**src/rtl/pipe_pkg.sv**
```systemverilog
// Shared definitions for the pipeline stage register: default widths and the occupancy state encoding.
package pipe_pkg;

  localparam int unsigned PIPE_DATA_W = 64;
  localparam int unsigned PIPE_CNT_W  = 16;

  typedef enum logic [1:0] {
    EMPTY = 2'd0,
    ONE   = 2'd1,
    TWO   = 2'd2
  } pipe_state_e;

endpackage

```
**src/rtl/pipe_skid_buf.sv**
```systemverilog
// Two-entry skid storage with registered ready; head entry drives the stage output.
module pipe_skid_buf
  import pipe_pkg::*;
#(
  parameter int unsigned       DATA_W    = PIPE_DATA_W,
  parameter logic [DATA_W-1:0] RESET_VAL = '0
) (
  input  logic              clk,
  input  logic              rst,
  input  logic              hold,
  input  logic              clear,
  input  logic              accept,
  input  logic              deliver,
  input  logic [DATA_W-1:0] in_data,
  output logic [DATA_W-1:0] head_data,
  output logic              head_valid,
  output logic              ready_q
);

  pipe_state_e       state_q, state_d;
  logic [DATA_W-1:0] head_q, head_d;
  logic [DATA_W-1:0] tail_q, tail_d;

  always_ff @(posedge clk or posedge rst) begin
    if (rst) begin
      state_q <= EMPTY;
      head_q  <= RESET_VAL;
      tail_q  <= '0;
      ready_q <= 1'b0;
    end else begin
      state_q <= state_d;
      head_q  <= head_d;
      tail_q  <= tail_d;
      ready_q <= (state_d != TWO);
    end
  end

  // Occupancy transitions; accept never arrives in TWO because ready is low there.
  always_comb begin
    state_d = state_q;
    head_d  = head_q;
    tail_d  = tail_q;
    if (!hold) begin
      if (clear) begin
        state_d = EMPTY;
        head_d  = RESET_VAL;
      end else begin
        case (state_q)
          EMPTY: begin
            if (accept) begin
              state_d = ONE;
              head_d  = in_data;
            end
          end
          ONE: begin
            if (accept && deliver) begin
              head_d = in_data;
            end else if (accept) begin
              state_d = TWO;
              tail_d  = in_data;
            end else if (deliver) begin
              state_d = EMPTY;
            end
          end
          TWO: begin
            if (deliver) begin
              state_d = ONE;
              head_d  = tail_q;
            end
          end
          default: state_d = EMPTY;
        endcase
      end
    end
  end

  assign head_data  = head_q;
  assign head_valid = (state_q != EMPTY);

endmodule

```
**src/rtl/pipe_stage_reg.sv**
```systemverilog
// Valid/ready pipeline stage with freeze, deferred flush and saturating stall counter.
// Define PIPE_STAGE_REG_SKID_EN to build the two-entry skid buffer instead of the single register.
module pipe_stage_reg
  import pipe_pkg::*;
#(
  parameter int unsigned       DATA_W    = PIPE_DATA_W,
  parameter logic [DATA_W-1:0] RESET_VAL = '0,
  parameter int unsigned       CNT_W     = PIPE_CNT_W
) (
  input  logic              clk,
  input  logic              rst,
  input  logic              flush,
  input  logic              freeze,
  input  logic              in_valid,
  output logic              in_ready,
  input  logic [DATA_W-1:0] in_data,
  output logic              out_valid,
  input  logic              out_ready,
  output logic [DATA_W-1:0] out_data,
  output logic [CNT_W-1:0]  stall_cnt
);

  logic flush_pend_q;
  logic apply_flush;
  logic hold_valid;
  logic accept;
  logic deliver;
  logic stall;

  // A flush seen while frozen is remembered and applied on the first unfrozen cycle.
  assign apply_flush = !freeze && (flush || flush_pend_q);
  assign out_valid   = hold_valid && !freeze;
  assign accept      = in_valid && in_ready;
  assign deliver     = out_valid && out_ready;
  assign stall       = freeze || (out_valid && !out_ready);

  always_ff @(posedge clk or posedge rst) begin
    if (rst) begin
      flush_pend_q <= 1'b0;
    end else if (freeze && flush) begin
      flush_pend_q <= 1'b1;
    end else if (apply_flush) begin
      flush_pend_q <= 1'b0;
    end
  end

  always_ff @(posedge clk or posedge rst) begin
    if (rst) begin
      stall_cnt <= '0;
    end else if (stall && (stall_cnt != {CNT_W{1'b1}})) begin
      stall_cnt <= stall_cnt + CNT_W'(1);
    end
  end

`ifdef PIPE_STAGE_REG_SKID_EN
  logic buf_ready;

  pipe_skid_buf #(
    .DATA_W    (DATA_W),
    .RESET_VAL (RESET_VAL)
  ) u_skid (
    .clk        (clk),
    .rst        (rst),
    .hold       (freeze),
    .clear      (apply_flush),
    .accept     (accept),
    .deliver    (deliver),
    .in_data    (in_data),
    .head_data  (out_data),
    .head_valid (hold_valid),
    .ready_q    (buf_ready)
  );

  assign in_ready = buf_ready && !freeze;
`else
  pipe_state_e       state_q, state_d;
  logic [DATA_W-1:0] data_q, data_d;
  logic              rdy_en_q;

  // rdy_en_q keeps in_ready low through reset and releases it on the first edge after.
  always_ff @(posedge clk or posedge rst) begin
    if (rst) begin
      state_q  <= EMPTY;
      data_q   <= RESET_VAL;
      rdy_en_q <= 1'b0;
    end else begin
      state_q  <= state_d;
      data_q   <= data_d;
      rdy_en_q <= 1'b1;
    end
  end

  always_comb begin
    state_d = state_q;
    data_d  = data_q;
    if (!freeze) begin
      if (apply_flush) begin
        state_d = EMPTY;
        data_d  = RESET_VAL;
      end else begin
        case (state_q)
          EMPTY: begin
            if (accept) begin
              state_d = ONE;
              data_d  = in_data;
            end
          end
          ONE: begin
            if (accept) begin
              data_d = in_data;
            end else if (deliver) begin
              state_d = EMPTY;
            end
          end
          default: state_d = EMPTY;
        endcase
      end
    end
  end

  assign hold_valid = (state_q == ONE);
  assign out_data   = data_q;
  assign in_ready   = rdy_en_q && !freeze && (!out_valid || out_ready);
`endif

endmodule

```
**config.mk**
```make
export PLATFORM = sky130hd
export DESIGN_NAME = pipe_stage_reg
export DESIGN_NICKNAME = d
export VERILOG_FILES = /design/src/rtl/pipe_pkg.sv /design/src/rtl/pipe_skid_buf.sv /design/src/rtl/pipe_stage_reg.sv
export SDC_FILE = /design/constraint.sdc
export NUM_CORES = 1
export LEC_CHECK = 0
export BUFFER_PORTS_ARGS = -buffer_cell sky130_fd_sc_hd__buf_4
export CORE_MARGIN = 2
export CORE_UTILIZATION = 40
export CTS_CLUSTER_SIZE = 14
export DETAILED_ROUTE_END_ITERATION = 8
export GPL_TIMING_DRIVEN = 0
export PLACE_DENSITY = 0.75
export SLEW_MARGIN = 20
export SYNTH_ARGS = -nofsm -noshare
export SYNTH_HDL_FRONTEND = slang
export SYNTH_HIERARCHICAL = 1
export SYNTH_SLANG_ARGS = --single-unit
```
**constraint.sdc**
```tcl
create_clock -name clk -period 4.9 [get_ports clk]
set_clock_uncertainty 0.15 [all_clocks]
set_input_delay 0 -clock clk [delete_from_list [all_inputs] [get_ports clk]]
set_output_delay 0 -clock clk [all_outputs]
set_load 0.05 [all_outputs]
```
* After elaboration in Yosys (flattened, before gate mapping)
Index checks and enable logic that the tools add are counted.
** Cells by class
- Add/sub/neg operators :: 1
- Eq/ne operators :: 5
- Mux-type cells :: 10
- Bitwise operators :: 1
- Reduce and logical (&&, ||, !) cells :: 22
** Operators by type and width (count)
- $mux W64 :: 3
- $add A16 B1 Y16 const B :: 1
- $ne A16 B16 Y1 const B :: 1
- $logic_and A1 B1 Y1 :: 9
- $mux W2 :: 4
- $ne A3 B3 Y1 const B :: 2
- $reduce_bool A2 Y1 :: 3
- $pmux W2 S2 :: 1
- $reduce_and A4 Y1 :: 1
- $logic_not A1 Y1 :: 3
- $logic_or A1 B1 Y1 :: 3
- $ne A3 B2 Y1 const B :: 1
- $reduce_and A3 Y1 :: 1
- $eq A2 B1 Y1 const B :: 1
- $logic_not A2 Y1 :: 1
- $mux W1 :: 2
- $reduce_or A2 Y1 :: 1
- $not A1 Y1 :: 1
** Storage, ports and cells
- Register bits :: 84
- Bits of input ports :: 70
- Output and inout bits :: 82
- Logic and storage cells :: 44

* Longest topological paths before layout
- Word-level depth :: 9
- Depth in mapped cells :: 7
- Mapped depth without buffers :: 5

* Worst setup path after synthesis
OpenSTA, ideal clock, no wires.
- Path kind :: flip-flop to flip-flop
- Start point :: register stall_cnt[0]
- End point :: register stall_cnt[14]
- Library setup time :: 0.145 ns
- Arrival time :: 1.719 ns
- Required time :: 4.605 ns
- Path slack :: 2.886 ns
- Cell stages (with the launch flop) :: 6
- Buffers on the path :: 0
- Clock period less this slack :: 2.014 ns
- Cell sequence :: dfrtp_1 -> ha_1 -> nand3_1 -> o21bai_1 -> nor4_1 -> xor2_1
** Between the ends
- Cells in the longest elaborated chain, start to end :: 2
- Elaborated cells between the ends (all ways) :: 3
- Those cells by class :: add/sub: 1; eq/ne: 1; reduce/logical: 1
** Ends and longest elaborated chain
- start: declaration :: RTL line pipe_stage_reg.sv:20 : output logic [CNT_W-1:0] stall_cnt
- start signal: assignment :: RTL line pipe_stage_reg.sv:51 : stall_cnt <= stall_cnt + CNT_W'(1);
- parallel branches: the longest is 2 deep, another holds $add A16 B1 Y16
Parallel ways; which one is timed is not known.
A chain may end at the register's enable or synchronous reset.

* Final worst setup path
- Start point :: register flush_pend_q
- End point :: register state_q[0]
** Between the ends
- Cells in the longest elaborated chain, start to end :: 4
- Elaborated cells between the ends (all ways) :: 7
- Those cells by class :: eq/ne: 3; mux: 1; reduce/logical: 3
** Ends and longest elaborated chain
- start: declaration :: RTL line pipe_stage_reg.sv:23 : logic flush_pend_q;
- start signal: assignment :: RTL line pipe_stage_reg.sv:39 : flush_pend_q <= 1'b0;
- start signal: assignment :: RTL line pipe_stage_reg.sv:41 : flush_pend_q <= 1'b1;
- start signal: assignment :: RTL line pipe_stage_reg.sv:43 : flush_pend_q <= 1'b0;
- $logic_or A1 B1 Y1 (*) :: RTL line pipe_stage_reg.sv:31 : assign apply_flush = !freeze && (flush || flush_pend_q);
- $logic_and A1 B1 Y1 (*) :: RTL line pipe_stage_reg.sv:31
- $ne A3 B3 Y1 (no line) / $ne A3 B2 Y1 (equally long branches)
- $reduce_and A4 Y1 (no line)
- end signal: assignment :: RTL line pipe_stage_reg.sv:87 : state_q <= state_d;
- end: declaration :: RTL line pipe_stage_reg.sv:76 : pipe_state_e state_q, state_d;
Mark *: on every way between the ends. The rest lies on a longest branch, timed or not.

==> impl_metrics.yaml <==
clock_tree:
  cts_buffers: 9
  ctsLongestPathBuffers: 2
  clock_latency_ns: 0.34
  cts-root-buf: "clkbuf_8"
  cts_tree: "built"
  cts.reportedPaths.clkPinSlew_ns: 0.08
  post_cts.repair.setup_buffers: 0
  h-tree-depth: 3
  clock_sinks: 83
layout:
  seq_area_um2: 2080
  n_fill_cell: 615
  diodes: 0
  layout-drive-gt1-share_pct: 31.5
  syn_to_final_growth_pct: 66.1
  multiInputGateArea_um2: 1290
  layout.cells.non_filler: 695
  final_common_cell: "buf_4"
  nNetsFinal: 656
  most-common-layout-cells: "buf_4, nand2_1, dfrtp_1"
setup_path:
  critPathTopFamily: "buffers and inverters"
  worstSetupPathType: "register to register"
  worstSetupStartpointType: "register"
  slowest_delay_ns: 0.58
  cp_max_fo: 10
  crit_chain: "nor2_1, clkbuf_1, a21oi_1, dlygate4sd3_1, a21oi_1"
  path_buf_inv: 2
  cp_common_cell: "a21oi_1"
  critPathCaptureType: "register"
  arrival_ns: 2.57
  cp.required_ns: 5.01
  cpMaxStageDelayCell: "nor2_1"
routing:
  drc: 0
  drt_iter0_drc: 130
  drtPass1Iterations: 6
  num_vias: 3472
  routed_via_density: 5.00
  wl_per_cell_um: 15.2
  final_antenna_net_count: 0
  wl_um: 10600
die:
  rows: 33
  die_area_um2: 9420
  die_h_um: 97.1
  pin_count: 152
  initial_core_util_pct: 41.7
  core_um2: 8300
  die_w_um: 97.1
timing:
  grt_setup_unrepaired: "no"
  finalHoldViolCount: 0
  slew_violations: 0
  finalCriticalPeriod_ns: 2.46
  fin_crit_sh_pct: 50.1
  worst_pin_slew_ns: 0.728
  final-setup-viol-count: 0
  fmax_mhz: 407
  slew_headroom_pct: 51.3
  tns_ns: 0
synthesis:
  synth_cell_type_count: 40
  async_flop_share_pct: 100
  syn_inst: 346
  ys_warn_count: 6
  synth-seq-cells: 83
  syn_nets: 417
  synth_area_um2: 3460
  syn_avg_cell_area_um2: 10.0
  synth-seq-area-share_pct: 59.9
  synth_edf_count: 0
  synthFlopType: "dfrtp_1"
run_status:
  outcome: "completed"
power_and_ir_drop:
  p_leak_uw: 0.00284
  peakVddDrop_mv: 0.346
  power_density_nw_per_um2: 372
placement:
  port_buffers: 151
  gp_congestion: 0.837
  place_hpwl_um: 6860
  dp.cells: 603
global_route:
  grt_remaining_overflow: 0
  antenna_found_initial: 0
  grt_pass1_vias: 3539
  grt_pass1_wl_um: 17200
  grtUsageTotal_pct: 22.6
  grt_max_degree: 46
run:
  drv_cap: 0
worst_hold_path:
  hp-class: "input port to register"
-- metrics by stage --
step	hold WS (ns)	utilization, %	setup WS, ns	instance area, µm²	power (µW)
2_1_floorplan	-0.0227	-	2.61	3460	1270
3_3_place_gp	0.0705	57.0	1.67	4730	1500
3_5_place_dp	-0.0770	57.3	2.89	4750	1510
4_1_cts	0.0402	69.4	2.48	5760	2150
5_1_grt	0.0811	69.4	2.27	5760	2240
6_report	0.0768	69.4	2.44	5760	2140
-- layer usage --
layer	vias up	track usage, %	share of wire, %
met5	-	0	0
met4	0	8.88	3.0
met3	25	4.46	5.7
met2	145	38.2	50
met1	1657	28.6	41
li1	1645	-	-
-- registers in the layout (all words and copies together) (netlist names) --
signal        cells
out_data         64
flush_pend_q      1
state_q           1
stall_cnt        16
rdy_en_q          1
-- worst register-to-register path, cell delays in order (launching register included) --
cell and delay (ns):
dfrtp_1 0.40, nor2_1 0.58, clkbuf_1 0.42, a21oi_1 0.12
dlygate4sd3_1 0.58, a21oi_1 0.13
-- cell usage after synthesis, types with 2 or more instances --
| cell type | instances | share of area (%) |
|---|---|---|
| nor4_1 | 4 | 0.72 |
| a21oi_1 | 3 | 0.43 |
| a22o_1 | 11 | 2.8 |
| and3_1 | 2 | 0.36 |
| inv_1 | 2 | 0.22 |
| nand3_1 | 5 | 0.72 |
| buf_2 | 9 | 1.3 |
| xor2_1 | 11 | 2.8 |
| o21bai_1 | 3 | 0.65 |
| mux2i_1 | 2 | 0.58 |
| nand4_1 | 3 | 0.54 |
| nor3b_1 | 2 | 0.43 |
| nor2_1 | 8 | 0.87 |
| clkbuf_1 | 10 | 1.1 |
| nand2_1 | 108 | 12 |
| dfrtp_1 | 83 | 60 |
| nor3_1 | 5 | 0.72 |
| o21ai_1 | 2 | 0.29 |
| o21ai_0 | 52 | 7.5 |
-- power by group --
| part | leakage (µW) | internal, µW | switching, µW |
|---|---|---|---|
| Sequential | 0.00110 | 766 | 85.3 |
| Combinational | 0.00162 | 249 | 456 |
| Clock | 0.000117 | 353 | 231 |
| Total | 0.00284 | 1370 | 772 |
-- logic make-up (layout without fill, tap and decap cells) --
logic type	count (synthesis)	after routing	share of synthesized area [%]
other	1	1	0.108
multiplexers	5	5	1.66
AO/OA/AOI/OAI	75	75	12.6
buffers and inverters	22	266	2.82
AND/OR/NAND/NOR	148	148	19.7
flip-flops	83	83	59.9
adder cells (fa/ha/maj)	1	1	0.361
XOR/XNOR	11	11	2.78
-- final timing paths --
check                      depth (start not counted)  slack, ns          from            to
hold / removal                                     4       0.08        freeze    state_q[0]
hold reg to reg                                    2       0.34   out_data[5]   out_data[5]
setup reg to reg                                   5       2.44  flush_pend_q    state_q[0]
min in group asynchronous                          3       0.10           rst  out_data[30]
setup / recovery                                   5       2.44  flush_pend_q    state_q[0]
max in group asynchronous                          4       3.89           rst  stall_cnt[9]
-- timing repair --
action | 4_1_cts | 5_1_grt
resized for setup | 0 | 0
hold endpoints to repair | 149 | 0
hold buffers | 76 | 0
-- area by class of cell --
| class | count | area share (%) |
|---|---|---|
| inverters | 2 | 0.174 |
| clock buffers | 12 | 2.52 |
| repair buffers | 228 | 33.3 |
| well taps | 105 | 2.28 |
| flip-flops and latches | 83 | 36.1 |
| plain buffers | 20 | 1.57 |
| clock inverters | 4 | 1.70 |
| multi-input cells | 241 | 22.4 |
No activity file was read; power rests on OpenSTA's default activity.
